`config.mk`:
```
export PLATFORM = sky130hd
export DESIGN_NAME = tx_bringup_seq
export DESIGN_NICKNAME = d
export VERILOG_FILES = /design/src/rtl/tx_ctrl_pkg.sv /design/src/rtl/tx_seq_timer.sv /design/src/rtl/tx_bringup_seq.sv
export SDC_FILE = /design/constraint.sdc
export NUM_CORES = 1
export LEC_CHECK = 0
export CAP_MARGIN = 20
export CELL_PAD_IN_SITES_DETAIL_PLACEMENT = 0
export CELL_PAD_IN_SITES_GLOBAL_PLACEMENT = 1
export CORE_ASPECT_RATIO = 0.75
export CORE_MARGIN = 10
export CORE_UTILIZATION = 43
export CTS_CLUSTER_DIAMETER = 30
export CTS_CLUSTER_SIZE = 25
export DETAILED_ROUTE_END_ITERATION = 6
export HOLD_SLACK_MARGIN = 0.03
export PLACE_DENSITY = 0.77
export SYNTH_ARGS = -nofsm -noshare
export SYNTH_HDL_FRONTEND = slang
export SYNTH_HIERARCHICAL = 1
export SYNTH_SLANG_ARGS = --single-unit
export TNS_END_PERCENT = 1
```
`constraint.sdc`:
```
create_clock -name clk -period 3.6 [get_ports clk]
set_input_delay 0.54 -clock clk [delete_from_list [all_inputs] [get_ports clk]]
set_output_delay 0.54 -clock clk [all_outputs]
set_load 0.05 [all_outputs]
```
`src/rtl/tx_ctrl_pkg.sv`:
```
// Shared types and constants for the TX bring-up sequencer.
package tx_ctrl_pkg;

  localparam int CODE_W       = 6;
  localparam int CODE_MAX_DEF = 40;
  localparam int TMR_W        = 16;

  typedef enum logic [2:0] {
    IDLE,
    RST_HOLD,
    RAMP_UP,
    PRBS_REL,
    ACTIVE,
    RAMP_DN
  } state_t;

  function automatic logic [CODE_W-1:0] step_up(input logic [CODE_W-1:0] c,
                                                input logic [CODE_W-1:0] t);
    return (c < t) ? c + CODE_W'(1) : c;
  endfunction

  function automatic logic [CODE_W-1:0] step_dn(input logic [CODE_W-1:0] c);
    return (c != '0) ? c - CODE_W'(1) : c;
  endfunction

endpackage

```
`src/rtl/tx_seq_timer.sv`:
```
// Reloadable down-counter; o_done is high while the count sits at zero.
module tx_seq_timer #(
  parameter int W = 16
) (
  input  logic         i_clk,
  input  logic         i_rst,
  input  logic         i_load,
  input  logic [W-1:0] i_load_val,
  output logic         o_done
);

  logic [W-1:0] r_cnt;

  always_ff @(posedge i_clk) begin
    if (i_rst) begin
      r_cnt <= '0;
    end else if (i_load) begin
      r_cnt <= i_load_val;
    end else if (r_cnt != '0) begin
      r_cnt <= r_cnt - W'(1);
    end
  end

  assign o_done = (r_cnt == '0);

endmodule

```
`src/rtl/tx_bringup_seq.sv`:
```
// TX datapath power-up / power-down sequencer with drive-code ramping
// and error-injection pulse generation.
module tx_bringup_seq
  import tx_ctrl_pkg::*;
#(
  parameter int CODE_MAX  = CODE_MAX_DEF,
  parameter int STEP_WAIT = 16,
  parameter int PRBS_HOLD = 32
) (
  input  logic              clk,
  input  logic              rst,
  input  logic              start,
  input  logic              shutdown,
  input  logic [CODE_W-1:0] tgt_n,
  input  logic [CODE_W-1:0] tgt_p,
  input  logic              err_req,
  output logic [CODE_W-1:0] ctl_buf_n,
  output logic [CODE_W-1:0] ctl_buf_p,
  output logic              rst_mux,
  output logic              rst_prbs,
  output logic              inj_error,
  output logic              busy,
  output logic              ready,
  output logic              cfg_err
);

  localparam logic [CODE_W-1:0] L_MAX   = CODE_W'(CODE_MAX);
  localparam logic [TMR_W-1:0]  L_STEP  = TMR_W'(STEP_WAIT - 1);
  localparam logic [TMR_W-1:0]  L_HOLD  = TMR_W'(PRBS_HOLD);
  localparam logic [TMR_W-1:0]  L_HOLD1 = TMR_W'(PRBS_HOLD - 1);

  state_t            r_state, w_nxt;
  logic [CODE_W-1:0] r_tgt_n, r_tgt_p;
  logic [CODE_W-1:0] r_n, r_p, w_n_nxt, w_p_nxt;
  logic              r_rst_mux, r_rst_prbs, r_inj, r_busy, r_ready, r_cfg_err, r_err_d;
  logic              w_mux_nxt, w_prbs_nxt, w_inj_nxt, w_busy_nxt, w_ready_nxt, w_cfg_nxt;
  logic              w_step, w_load, w_tgt_ok, w_accept;
  logic [TMR_W-1:0]  w_load_val;
  logic [CODE_W-1:0] w_n_up, w_p_up, w_n_dn, w_p_dn;

  assign w_tgt_ok = (tgt_n <= L_MAX) && (tgt_p <= L_MAX);
  assign w_accept = (r_state == IDLE) && start && w_tgt_ok;
  assign w_n_up   = step_up(r_n, r_tgt_n);
  assign w_p_up   = step_up(r_p, r_tgt_p);
  assign w_n_dn   = step_dn(r_n);
  assign w_p_dn   = step_dn(r_p);

  tx_seq_timer #(.W(TMR_W)) u_timer (
    .i_clk      (clk),
    .i_rst      (rst),
    .i_load     (w_load),
    .i_load_val (w_load_val),
    .o_done     (w_step)
  );

  always_ff @(posedge clk) begin
    if (rst) begin
      r_state    <= IDLE;
      r_tgt_n    <= '0;
      r_tgt_p    <= '0;
      r_n        <= '0;
      r_p        <= '0;
      r_rst_mux  <= 1'b1;
      r_rst_prbs <= 1'b1;
      r_inj      <= 1'b0;
      r_busy     <= 1'b0;
      r_ready    <= 1'b0;
      r_cfg_err  <= 1'b0;
      r_err_d    <= 1'b0;
    end else begin
      r_state    <= w_nxt;
      r_n        <= w_n_nxt;
      r_p        <= w_p_nxt;
      r_rst_mux  <= w_mux_nxt;
      r_rst_prbs <= w_prbs_nxt;
      r_inj      <= w_inj_nxt;
      r_busy     <= w_busy_nxt;
      r_ready    <= w_ready_nxt;
      r_cfg_err  <= w_cfg_nxt;
      r_err_d    <= err_req;
      if (w_accept) begin
        r_tgt_n <= tgt_n;
        r_tgt_p <= tgt_p;
      end
    end
  end

  // Shutdown while already in RAMP_DN must not reload the step timer,
  // otherwise a held request would stall the ramp-down.
  always_comb begin
    w_nxt      = r_state;
    w_load     = 1'b0;
    w_load_val = L_STEP;
    if (r_state != IDLE && r_state != RAMP_DN && shutdown) begin
      w_nxt  = RAMP_DN;
      w_load = 1'b1;
    end else begin
      case (r_state)
        IDLE: begin
          if (w_accept) begin
            w_nxt      = RST_HOLD;
            w_load     = 1'b1;
            w_load_val = L_HOLD;
          end
        end
        RST_HOLD: begin
          if (w_step) begin
            w_load = 1'b1;
            if (r_tgt_n == '0 && r_tgt_p == '0) begin
              w_nxt      = PRBS_REL;
              w_load_val = L_HOLD1;
            end else begin
              w_nxt = RAMP_UP;
            end
          end
        end
        RAMP_UP: begin
          if (w_step) begin
            w_load = 1'b1;
            if (w_n_up == r_tgt_n && w_p_up == r_tgt_p) begin
              w_nxt      = PRBS_REL;
              w_load_val = L_HOLD1;
            end
          end
        end
        PRBS_REL: begin
          if (w_step) w_nxt = ACTIVE;
        end
        ACTIVE: ;
        RAMP_DN: begin
          if (r_n == '0 && r_p == '0) begin
            w_nxt = IDLE;
          end else if (w_step) begin
            w_load = 1'b1;
            if (w_n_dn == '0 && w_p_dn == '0) w_nxt = IDLE;
          end
        end
        default: w_nxt = IDLE;
      endcase
    end
  end

  always_comb begin
    w_n_nxt = r_n;
    w_p_nxt = r_p;
    if (r_state == RAMP_UP && w_nxt != RAMP_DN && w_step) begin
      w_n_nxt = w_n_up;
      w_p_nxt = w_p_up;
    end else if (r_state == RAMP_DN && w_step) begin
      w_n_nxt = w_n_dn;
      w_p_nxt = w_p_dn;
    end
    case (w_nxt)
      IDLE, RST_HOLD: w_mux_nxt = 1'b1;
      RAMP_DN:        w_mux_nxt = r_rst_mux;
      default:        w_mux_nxt = 1'b0;
    endcase
    w_prbs_nxt  = !(w_nxt == PRBS_REL || w_nxt == ACTIVE);
    w_ready_nxt = (w_nxt == ACTIVE);
    w_busy_nxt  = (w_nxt != IDLE);
    w_inj_nxt   = (r_state == ACTIVE) && (w_nxt == ACTIVE) && err_req && !r_err_d;
    w_cfg_nxt   = r_cfg_err;
    if (r_state == IDLE && start) w_cfg_nxt = !w_tgt_ok;
  end

  assign ctl_buf_n = r_n;
  assign ctl_buf_p = r_p;
  assign rst_mux   = r_rst_mux;
  assign rst_prbs  = r_rst_prbs;
  assign inj_error = r_inj;
  assign busy      = r_busy;
  assign ready     = r_ready;
  assign cfg_err   = r_cfg_err;

endmodule

```
Word-level counts from Yosys, hierarchy flattened
Index checks and enable logic that the tools add are counted.
- flip-flop bits (word level): 50
- latch bits: 0
- bits in writable memories: 0
- memory bits (read-only): 0
- input bits: 17
- output and inout port bits: 18
- logic and storage cells: 106
- memories kept: 0
- $add $sub $neg: 5
- $mul: 0
- divide/modulo/power cells: 0
- magnitude comparators: 4
- eq/ne operators: 13
- shift-type cells: 0
- mux-type cells: 34
- bitwise logic cells: 0
- reduce and logical (&&, ||, !) cells: 37
- operators with widths (kind ; number):
    6-bit 2-to-1 mux ; 10
    6-bit zero test ; 6
    16-bit 2-to-1 mux ; 2
    3-bit 2-to-1 mux ; 9
    5-bit 2-to-1 mux ; 4
    3-bit one-hot mux with 6 select lines ; 1
    6-bit one-hot mux with 3 select lines ; 1
    16-bit zero test ; 1
    16-bit nonzero test ; 1
    16-bit by 1-bit subtractor with 16-bit output (second input constant) ; 1
    1-bit logical AND ; 15
    6-bit by 1-bit adder with 6-bit output (second input constant) ; 2
    3-bit equality test (second input constant) ; 4
    6-bit equality test ; 2
    6-bit less-or-equal comparator (second input constant) ; 2
    6-bit less-than comparator ; 2
    6-bit nonzero test ; 2
    6-bit by 1-bit subtractor with 6-bit output (second input constant) ; 2
    3-bit by 2-bit equality test with 1-bit output (second input constant) ; 3
    3-bit by 1-bit equality test with 1-bit output (second input constant) ; 2
    3-bit zero test ; 2
    3-bit != test (second input constant) ; 2
    3-bit nonzero test ; 2
    1-bit 2-to-1 mux ; 5
    other kinds (6) ; 10

Logic depth before layout (Yosys ltp)
Gate-level depths: netlist of run 1.
- depth in word-level cells: 13
- gate-level depth with buffers: 14
- depth with buffers taken out: 13

Cells and area by module
The synthesis of run 1 kept the hierarchy.
- by module, submodules not included (module ; times used ; cells an instance ; area each (um2) ; seq. area each (um2)):
    tx_bringup_seq ; 1 ; 352 ; 2582.5 ; 680.7
    tx_seq_timer ; 1 ; 116 ; 964.7 ; 320.3

Worst setup path before layout of run 1
OpenSTA, ideal clock, no wires.
- path kind: register to register
- start point: register u_timer.r_cnt[0]
- end point: register r_inj (netlist: inj_error)
- library setup time: 61 ps
- arrival: 3107 ps
- required time: 3539 ps
- setup slack: 432 ps
- cell stages (with the launch flop): 12
- buffers on the path: 0
- clock period less this slack: 3168 ps
- cells stage by stage: dfxtp_1 inv_1 ha_1 or3b_2 or4_4 nor2_1 nor4b_1 nand4_1 o31ai_1 and4_1 nor3b_2 and4b_1
- cells in the longest elaborated chain, start to end: 9
- elaborated cells on any way between the ends: 12
- classes of those cells: eq/ne (1); mux (7); reduce/logical (4)
- ends and longest elaborated chain (element ; line ; text):
    from (decl) ; tx_seq_timer.sv:12 ; logic [W-1:0] r_cnt;
    from (signal assigned) ; tx_seq_timer.sv:18 ; r_cnt <= i_load_val;
    from (signal assigned) ; tx_seq_timer.sv:20 ; r_cnt <= r_cnt - W'(1);
    16-bit zero test (*) ; tx_seq_timer.sv:24 ; assign o_done = (r_cnt == '0);
    via w_step ; tx_bringup_seq.sv:37 ; logic w_step, w_load, w_tgt_ok, w_accept;
    3-bit 2-to-1 mux ; tx_bringup_seq.sv:133 ; end else if (w_step) begin
    3-bit 2-to-1 mux ; tx_bringup_seq.sv:131 ; if (r_n == '0 && r_p == '0) begin
    3-bit one-hot mux with 6 select lines (*) ; tx_bringup_seq.sv:98 ; case (r_state)
    3-bit 2-to-1 mux (*) ; tx_bringup_seq.sv:94 ; if (r_state != IDLE && r_state != RAMP_DN && shutdown) begin
    3-bit equality test (*) ; tx_bringup_seq.sv:161 ; w_inj_nxt = (r_state == ACTIVE) && (w_nxt == ACTIVE) && err_req && !r_err_d;
    1-bit logical AND (*) (3 in a row) ; tx_bringup_seq.sv:161 ;
    to (signal assigned) ; tx_bringup_seq.sv:76 ; r_inj <= w_inj_nxt;
    to (decl) ; tx_bringup_seq.sv:35 ; logic r_rst_mux, r_rst_prbs, r_inj, r_busy, r_ready, r_cfg_err, r_err_d;
Mark *: on every way through the listed nets, which the timed path passes. The rest lies on a longest branch.
A chain may end at the register's enable or synchronous reset.

Worst setup path in the final report of run 1
- start point: register u_timer.r_cnt[0]
- end point: register r_rst_prbs (netlist: rst_prbs)
- cells in the longest elaborated chain, start to end: 8
- elaborated cells on any way between the ends: 12
- classes of those cells: eq/ne (2); mux (7); reduce/logical (3)
- ends and longest elaborated chain (element ; line ; text):
    16-bit zero test (*) ; tx_seq_timer.sv:24 ;
    via w_step ; tx_bringup_seq.sv:37 ;
    3-bit 2-to-1 mux ; tx_bringup_seq.sv:133 ;
    3-bit 2-to-1 mux ; tx_bringup_seq.sv:131 ;
    3-bit one-hot mux with 6 select lines (*) ; tx_bringup_seq.sv:98 ;
    3-bit 2-to-1 mux (*) ; tx_bringup_seq.sv:94 ;
    3-bit by 2-bit equality test with 1-bit output / 3-bit equality test (equally long branches) ; tx_bringup_seq.sv:158 ; w_prbs_nxt = !(w_nxt == PRBS_REL || w_nxt == ACTIVE);
    1-bit logical OR (*) ; tx_bringup_seq.sv:158 ;
    1-bit zero test (*) ; tx_bringup_seq.sv:158 ;
    to (signal assigned) ; tx_bringup_seq.sv:75 ; r_rst_prbs <= w_prbs_nxt;
    to (decl) ; tx_bringup_seq.sv:35 ;
Marked as above.

==> results of run 1 <==
==> flip-flops by register name, summed over array words and instances (netlist names) <==
register and flops:
rst_prbs 1, ctl_buf_n 6, r_state 3, inj_error 1
busy 1, rst_mux 1, u_timer/r_cnt 16, r_err_d 1
ready 1, r_tgt_n 6, ctl_buf_p 6, r_tgt_p 6
cfg_err 1
==> metal layers <==
layer | vias to the layer above | GRT usage, %
met3 | 7 | 4.55
met5 | - | 0
met2 | 148 | 20.8
met4 | 0 | 3.18
met1 | 1589 | 24.8
li1 | 1767 | -
==> logic make-up (layout without fill, tap and decap cells) <==
family                     after synthesis  count (layout)  synth area share [%]
DFF                                     50              50                  28.2
adders and majority gates               16              16                  5.64
AOI/OAI and AO/OA                      114             114                  20.7
buffers and inverters                   49              87                  5.78
muxes                                    8               8                  2.33
xor gates and xnor gates                26              26                  6.63
and+or+nand+nor                        204             204                  30.6
other                                    1              15                 0.106
==> cell type report <==
class / instances / share of cell area [%]
Multi-Input combinational cell: 383 / 57.1
Inverter: 26 / 2.32
Clock inverter: 3 / 0.506
Clock buffer: 5 / 1.64
Timing Repair Buffer: 53 / 11.4
Sequential cell: 50 / 23.8
Tap cell: 105 / 3.13
==> cells in the mapped netlist (3+ instances only) <==
library cell and number:
sky130_fd_sc_hd__nand4_1 7, sky130_fd_sc_hd__nand2b_1 10, sky130_fd_sc_hd__and3_1 3, sky130_fd_sc_hd__xnor2_1 18, sky130_fd_sc_hd__xor2_1 7, sky130_fd_sc_hd__o21ai_1 4
sky130_fd_sc_hd__nand3_1 17, sky130_fd_sc_hd__o21ai_0 22, sky130_fd_sc_hd__nand2_1 67, sky130_fd_sc_hd__a21o_1 3, sky130_fd_sc_hd__a31oi_1 10, sky130_fd_sc_hd__or3_1 7
sky130_fd_sc_hd__a21oi_1 41, sky130_fd_sc_hd__ha_1 16, sky130_fd_sc_hd__clkbuf_1 14, sky130_fd_sc_hd__o31ai_1 5, sky130_fd_sc_hd__o311ai_0 3, sky130_fd_sc_hd__nor3_1 18
sky130_fd_sc_hd__mux2i_1 6, sky130_fd_sc_hd__buf_2 5, sky130_fd_sc_hd__dfxtp_1 50, sky130_fd_sc_hd__inv_1 25, sky130_fd_sc_hd__nor2_1 33, sky130_fd_sc_hd__and4b_1 4
sky130_fd_sc_hd__nor2b_1 6, sky130_fd_sc_hd__nor4_1 7
==> through the flow <==
stage / setup TNS (ns) / cell area [um2]
after floorplan: 0 / 3600
after global placement: 0 / 4100
after detailed placement: 0 / 4100
after CTS: 0 / 4190
after global routing: -0.000407 / 4200
final: 0 / 4200
==> worst max-delay path, cell delays in order (launching register included) <==
cell	delay (ns)
sky130_fd_sc_hd__dfxtp_1	0.34
sky130_fd_sc_hd__inv_1	0.08
sky130_fd_sc_hd__ha_1	0.20
sky130_fd_sc_hd__or3b_2	0.53
sky130_fd_sc_hd__or4_4	0.59
sky130_fd_sc_hd__nor2_2	0.19
sky130_fd_sc_hd__nor4b_1	0.27
sky130_fd_sc_hd__nand4_1	0.16
sky130_fd_sc_hd__o31ai_2	0.30
sky130_fd_sc_hd__and4_1	0.28
sky130_fd_sc_hd__o41a_2	0.19
sky130_fd_sc_hd__mux2i_1	0.19
==> worst paths after layout <==
kind | startpoint | to | cells after the start
hold reg to reg | cfg_err$_SDFFE_PP0P_ | cfg_err$_SDFFE_PP0P_ | 2
setup reg to reg | u_timer/r_cnt[0]$_SDFFE_PP0P_ | rst_prbs$_SDFF_PP1_ | 11
hold / removal | cfg_err$_SDFFE_PP0P_ | cfg_err$_SDFFE_PP0P_ | 2
setup / recovery | u_timer/r_cnt[0]$_SDFFE_PP0P_ | rst_prbs$_SDFF_PP1_ | 11
==> repair_timing <==
item,4_1_cts,5_1_grt
setup endpoints to repair,0,7
hold endpoints to repair,0,0
resized for setup,0,2
==> power groups by stage <==
stage	clock network [mW]	registers, mW	logic (mW)
3_5_place_dp	0	0.773	0.881
3_3_place_gp	0	0.773	0.880
5_1_grt	0.382	0.779	1.01
2_1_floorplan	0	0.766	0.687
6_report	0.351	0.764	0.914
4_1_cts	0.363	0.760	0.887
==> results.txt, run 1 <==
The flow ran to the end, and the final reports show no timing, DRC or antenna violations. The average cell area after synthesis is ~7.6 um2. The pin count of the biggest net entering global routing is 28. In the synthesized netlist the dominant register cell turns out to be sky130_fd_sc_hd__dfxtp_1. The mean routed wirelength per cell is ~17 um.

The transition time at the pin with the least slew margin came out at 0.756 ns. The min-delay analysis places its worst path in the category flip-flop to flip-flop. The routed metal-1 wire length came out at ~5400 um. The detailed-route via count is roughly 3,500. The sequential element share of the synthesized area is between 20% and 30%.

The area used by sequential logic in the layout came out at around 1000 um2. The fraction of power spent switching nets came out at between 40% and 50%. The count of input and output buffers came out at 34.

The routed length on met2 is 3910 um. Summed over all cells, the static leakage comes to around 1.6 nW. The final-layout fill cell count came out at 784. Global routing finished with a remaining overflow of 0. The combinational share of power is a little under half. The worst hold-check slack is around 0.5 ns. The remaining number of nets flagged by the antenna check after routing is 0. The share of the core filled with cells in the final layout came out at between 50% and 60%. The initial utilization of the core area, before any placement, comes to about 45%. Of the available clock period, the critical path in the final layout requires around 94%. The count of endpoints failing setup in the final report came out at 0. The area overhead of the layout relative to synthesis came out at 18.4%. The design draws 2.03 mW. The worst setup path is launched from a flip-flop. The placement-stage worst setup slack came out at between 0.15 and 0.2 ns. Leaving out fill and tap cells, the most frequent cell in the layout is sky130_fd_sc_hd__nand2_1.

The top cell types in the final layout, fill and taps aside, are sky130_fd_sc_hd__nand2_1 (67), sky130_fd_sc_hd__dfxtp_1 (50), sky130_fd_sc_hd__a21oi_1 (41). The share of layout cells above drive strength 1 came out at about 9.8%. The CTS tree is yes. The row count is 28. The top-level port count came out at 35. The total die area is around 12,000 um2.

The number of DRC markers in iteration 0 came out at 307. Once layout is complete, the cells apart from fillers number roughly 630. The count of maximum capacitance violations is 0. The maximum level of the CTS H-tree came out at 2.

The reg-to-reg setup timing slack is roughly 0.21 ns. The max-slew violation count came out at 0. The proportion of register bits with asynchronous set or reset after synthesis is 0%.

The clock passes through at most 2 buffers. The antenna diode instance count is 0. The peak fanout along the critical path came out at 5.

Using the TritonRoute via totals, the vias-per-cell ratio works out to 5.62. The topmost layer with routed signal wires is met4. Internal power comes to approximately 1.2 mW. The time the worst path needs with I/O delays and setup is about 3.4 ns.

Based on the critical path, the design can be clocked at up to about 0.3 GHz. The share of synthesized area in the top cell type comes to around 28%. The clock root buffer is sky130_fd_sc_hd__clkbuf_8.

The required time at the worst-slack endpoint came out at roughly 3.9 ns. The part of the power in registers came out at between 30 and 40%. The met3 wire length is approximately 910 um. The register bit total from synthesis came out at 50. The number of nets at the end of the flow came out at around 550.

The net switching component of the power came out at about 0.86 mW. For this design, the sink count on the clock tree is 50. The number of hold buffers added after CTS was 0. In the post-synthesis netlist, the biggest area contributors are sky130_fd_sc_hd__dfxtp_1 (28%), sky130_fd_sc_hd__nand2_1 (7.1%), sky130_fd_sc_hd__a21oi_1 (5.8%). The placed instance count came out at slightly above 600. The aggregate routed wire length came out at between 10,000 and 15,000 um.

The critical path is of the flip-flop to flip-flop type. The power density over the cells came out at around 480 nW/um2. The clock latency reported for the late side of the worst-skew pair came out at about 0.32 ns. The horizontal extent of the die came out at 125 um.

The remaining max-slew budget at the tightest pin came out at 48.9%. The post-synthesis cell count is 468. The signal arrival time at the worst endpoint came out at 3.64 ns. The multi-input combinational cells in the finished layout cover a total of 2400 um2. Buffers added to address setup during post-CTS repair amount to 0. Clock skew on the completed layout was measured at roughly 0.004 ns. The wire length of the first global-routing pass is around 17,000 um. The worst IR drop on VDD came out at 0.355 mV. The count of distinct cell types in the synthesized netlist is 68.

The aggregate global-route resource usage is between 15 and 20%. The biggest area contributor in the post-synthesis netlist is sky130_fd_sc_hd__dfxtp_1. After clock tree synthesis, the clock-pin slew on the worst setup and hold paths is ~0.1 ns.

The via count of the first global-routing pass is slightly above 3,000. The number of synthesis warnings came out at 6. The worst path setup slack after routing is ~0.21 ns.

The final number of hold-violating endpoints came to 0. STA classifies the critical path endpoint as a flip-flop. The detailed placer's ending HPWL came out at ~7800 um. In this run the standard cell core region covers about 8000 um2. The die is about 99 um tall. The total iterations of the first detailed-routing run is 5.

The remaining design rule violation count came out at 0. The initial antenna violation count is 0. The clock power share is 17.3%. The synthesized cell area is between 3000 and 4000 um2.

The number of CTS-inserted buffers is 5. The number of synthesized flops with an enable pin is 0. The placer's final routability congestion estimate is ~0.9.
No activity file was read; power rests on OpenSTA's default activity.
==> run 2: changes to the inputs <==
--- a/config.mk
+++ b/config.mk
@@ -14,6 +14,7 @@
 export CTS_CLUSTER_DIAMETER = 30
 export CTS_CLUSTER_SIZE = 25
 export DETAILED_ROUTE_END_ITERATION = 6
+export GPL_TIMING_DRIVEN = 0
 export HOLD_SLACK_MARGIN = 0.03
 export PLACE_DENSITY = 0.77
 export SYNTH_ARGS = -nofsm -noshare
==> run 2 against run 1 <==
Sequential power fell by 0.7%. Global-route usage hardly changed. Critical path depth is the same. Routed wire length fell by 1.1%.
==> results.txt, run 2 (synthesized netlist as in run 1, its figures left out) <==
The final worst clock skew is 0.00621 ns (was 0.00399 ns). The antenna diode instance count is 0 (unchanged). The post-cts hold buffer count came out at 0 (unchanged). The share of the core filled with cells in the final layout came out at 53.0% (was 52.8%). The top-level port count was 35 (unchanged). The number of clock sinks seen by CTS is 50 (unchanged). The total iterations of the first detailed-routing run came out at 5 (unchanged).

The static power due to leakage is 1.54 nW (was 1.55 nW). The placeable core region came out at 7950 um2 (unchanged). The capture point of the critical path is u_timer/r_cnt[5]$_SDFFE_PP0P_ (was rst_prbs$_SDFF_PP1_). The buffer levels on the longest clock path came to 2 (unchanged). The placement-stage worst setup slack came out at -0.226 ns (was 0.187 ns). The number of CTS-inserted buffers came out at 5 (unchanged). The share of layout cells above drive strength 1 is 8.59% (was 9.81%). The aggregate global-route resource usage was 16.1% (was 16.0%). The critical path capture point type is a flip-flop (unchanged). The reg-to-reg setup timing slack is 0.17 ns (was 0.21 ns).

The peak fanout along the critical path was 10 (was 5). The number of nets at the end of the flow came to 556 (was 552). The clock transition at the registers of the reported paths is 0.10 ns (about the same). The remaining design rule violation count is 0 (unchanged).

The overflow left after global routing is 0 (unchanged). The total setup buffers inserted after CTS was 0 (unchanged). The initial standard-cell utilization of the core came out at 44.6% (unchanged). The vertical extent of the die is 98.7 um (unchanged). The power density over the cells came out at 500 nW/um2 (was 483 nW/um2).

Run status: finished, final reports clean (unchanged). The final-layout fill cell count was 795 (was 784). The launch instance of the worst register-to-register path is u_timer/r_cnt[0]$_SDFFE_PP0P_ (unchanged). The number of vias per cell after detailed routing came out at 5.58 (was 5.62). The initial antenna violation count was 0 (unchanged). The type of the worst setup path is flip-flop to flip-flop (unchanged). The critical path startpoint category is a flip-flop (unchanged).

The worst path setup slack after routing is 0.166 ns (was 0.212 ns). The via count of the first global-routing pass is 3,197 (was 3,110). The detailed-route via count came out at 3,512 (was 3,511).

The number of DRC markers in iteration 0 is 270 (was 307). The remaining max-slew budget at the tightest pin came to 31.9% (was 48.9%). The clock root buffer was sky130_fd_sc_hd__clkbuf_8 (unchanged). The pin count of the biggest net entering global routing is 17 (was 28). The detailed placer's ending HPWL came out at 7930 um (was 7820 um). The remaining number of nets flagged by the antenna check after routing came out at 0 (unchanged). The max-slew violation count came out at 0 (unchanged). The count of endpoints failing setup in the final report is 0 (unchanged).

The placer's final routability congestion estimate is 0.884 (was 0.899). The transition time at the pin with the least slew margin is 1.01 ns (was 0.756 ns). The CTS tree was yes (unchanged). The most flop-heavy register is u_timer/r_cnt (unchanged).

The depth of the worst register-to-register path is 11 (unchanged). The clock latency reported for the late side of the worst-skew pair came out at 0.31 ns (was 0.32 ns). The flip-flop count of the largest register, all copies and words added came to 16 (unchanged). The critical path startpoint is u_timer/r_cnt[0]$_SDFFE_PP0P_ (unchanged).

The horizontal extent of the die came out at 125 um (unchanged). Most frequent cells in the layout: sky130_fd_sc_hd__nand2_1 (67), sky130_fd_sc_hd__dfxtp_1 (50), sky130_fd_sc_hd__a21oi_1 (41) (unchanged). The maximum level of the CTS H-tree was 2 (unchanged). The signal arrival time at the worst endpoint came out at 3.69 ns (was 3.64 ns). The class of the most critical hold timing path is flip-flop to flip-flop (unchanged). The worst hold-check slack came out at 0.491 ns (was 0.492 ns). The worst IR drop on VDD came out at 0.381 mV (was 0.355 mV). The wire length of the first global-routing pass is 16,800 um (was 16,600 um). The time the worst path needs with I/O delays and setup is 3.43 ns (was 3.39 ns). The most common library cell in the layout ignoring fill and taps is sky130_fd_sc_hd__nand2_1 (unchanged). Setup repair after global routing could not meet its margin everywhere.

The required time at the worst-slack endpoint is 3.85 ns (about the same). The total negative setup slack is 0 ns (unchanged). The count of maximum capacitance violations is 0 (unchanged). The count of input and output buffers came to 34 (unchanged).

The area overhead of the layout relative to synthesis is 18.9% (was 18.4%). The terminus of the critical flop-to-flop path is u_timer/r_cnt[5]$_SDFFE_PP0P_ (was rst_prbs$_SDFF_PP1_). The mean routed wirelength per cell was 16.2 um (was 16.5 um). The achievable clock frequency is 0.291 GHz (was 0.295 GHz). The period utilization is 95.4% (was 94.1%). The row count came out at 28 (unchanged).

The total die area is 12,300 um2 (unchanged). The aggregate routed wire length came out at 10,200 um (was 10,300 um). The final number of hold-violating endpoints is 0 (unchanged).
==> run 2: changes by cell type in the layout (fill, tap and decap cells not counted), sizes merged <==
cell / previous run / this run
clkbuf: 6 / 19
bufinv: 0 / 1
clkinv: 3 / 2
buf: 18 / 9
clkinvlp: 1 / 0
inv: 25 / 26
==> run 2: worst max-delay path, stage by stage (launching register included) <==
cell                       delay, ns
sky130_fd_sc_hd__dfxtp_1        0.36
sky130_fd_sc_hd__inv_1          0.09
sky130_fd_sc_hd__ha_1           0.21
sky130_fd_sc_hd__or3b_2         0.54
sky130_fd_sc_hd__or4_4          0.61
sky130_fd_sc_hd__nor2_4         0.22
sky130_fd_sc_hd__nand2_1        0.09
sky130_fd_sc_hd__nand3_1        0.18
sky130_fd_sc_hd__nor2b_1        0.40
sky130_fd_sc_hd__clkbuf_1       0.49
sky130_fd_sc_hd__nand2_1        0.11
sky130_fd_sc_hd__o21ai_1        0.08
==> run 2: how the worst min path moves through the flow <==
stage | from | to | slack [ns] | cells after the start
3_5_place_dp | rst_mux$_SDFFE_PP1P_ | rst_mux$_SDFFE_PP1P_ | 0.48 | 2
6_report | rst_mux$_SDFFE_PP1P_ | rst_mux$_SDFFE_PP1P_ | 0.49 | 2
3_3_place_gp | rst_mux$_SDFFE_PP1P_ | rst_mux$_SDFFE_PP1P_ | 0.48 | 2
4_1_cts | rst_mux$_SDFFE_PP1P_ | rst_mux$_SDFFE_PP1P_ | 0.50 | 2
2_1_floorplan | r_tgt_p[5]$_SDFFE_PP0P_ | r_tgt_p[5]$_SDFFE_PP0P_ | 0.46 | 2
5_1_grt | rst_mux$_SDFFE_PP1P_ | rst_mux$_SDFFE_PP1P_ | 0.51 | 2
==> run 2: final cells by class <==
type / instances / area [um2] / share of cell area (%)
plain buffers: 23 / 110 / 2.61
inverters: 26 / 97.6 / 2.31
flip-flops and latches: 50 / 1000 / 23.7
multi-input cells: 383 / 2420 / 57.5
well taps: 105 / 131 / 3.12
clock inverters: 3 / 43.8 / 1.04
clock buffers: 5 / 68.8 / 1.63
repair buffers: 34 / 340 / 8.07
==> run 2: what timing repair did <==
| item | 4_1_cts | 5_1_grt |
|---|---|---|
| endpoints found under the setup margin | 15 | 10 |
| pin swaps | 0 | 1 |
| resized for setup | 2 | 9 |
==> run 2: routing by layer <==
metal	part of all wire [%]	vias up	track usage [%]
li1	-	1774	-
met1	54	1627	24.9
met2	37	107	21.4
met3	7.7	4	4.12
met4	0.47	0	2.56
met5	0	-	0
==> run 2: metrics by stage <==
stage / instances / total power, mW / instance area (um2)
2_1_floorplan: 482 / 1.45 / 3600
3_3_place_gp: 621 / 1.66 / 4070
3_5_place_dp: 621 / 1.67 / 4070
4_1_cts: 629 / 2.10 / 4190
5_1_grt: 629 / 2.25 / 4220
6_report: 629 / 2.11 / 4220
==> run 2: power breakdown <==
part,internal [mW],total [mW],leakage [nW],switching (mW)
combinational,0.394,0.934,1.07,0.539
clock,0.209,0.417,0.0585,0.209
sequential,0.649,0.759,0.408,0.110
total,1.25,2.11,1.54,0.858
==> run 3: changes to the inputs <==
--- a/config.mk
+++ b/config.mk
@@ -5,7 +5,6 @@
 export SDC_FILE = /design/constraint.sdc
 export NUM_CORES = 1
 export LEC_CHECK = 0
-export CAP_MARGIN = 20
 export CELL_PAD_IN_SITES_DETAIL_PLACEMENT = 0
 export CELL_PAD_IN_SITES_GLOBAL_PLACEMENT = 1
 export CORE_ASPECT_RATIO = 0.75
==> results of run 3 <==
The final DEF is identical to that of run 2; final timing and power are the same.
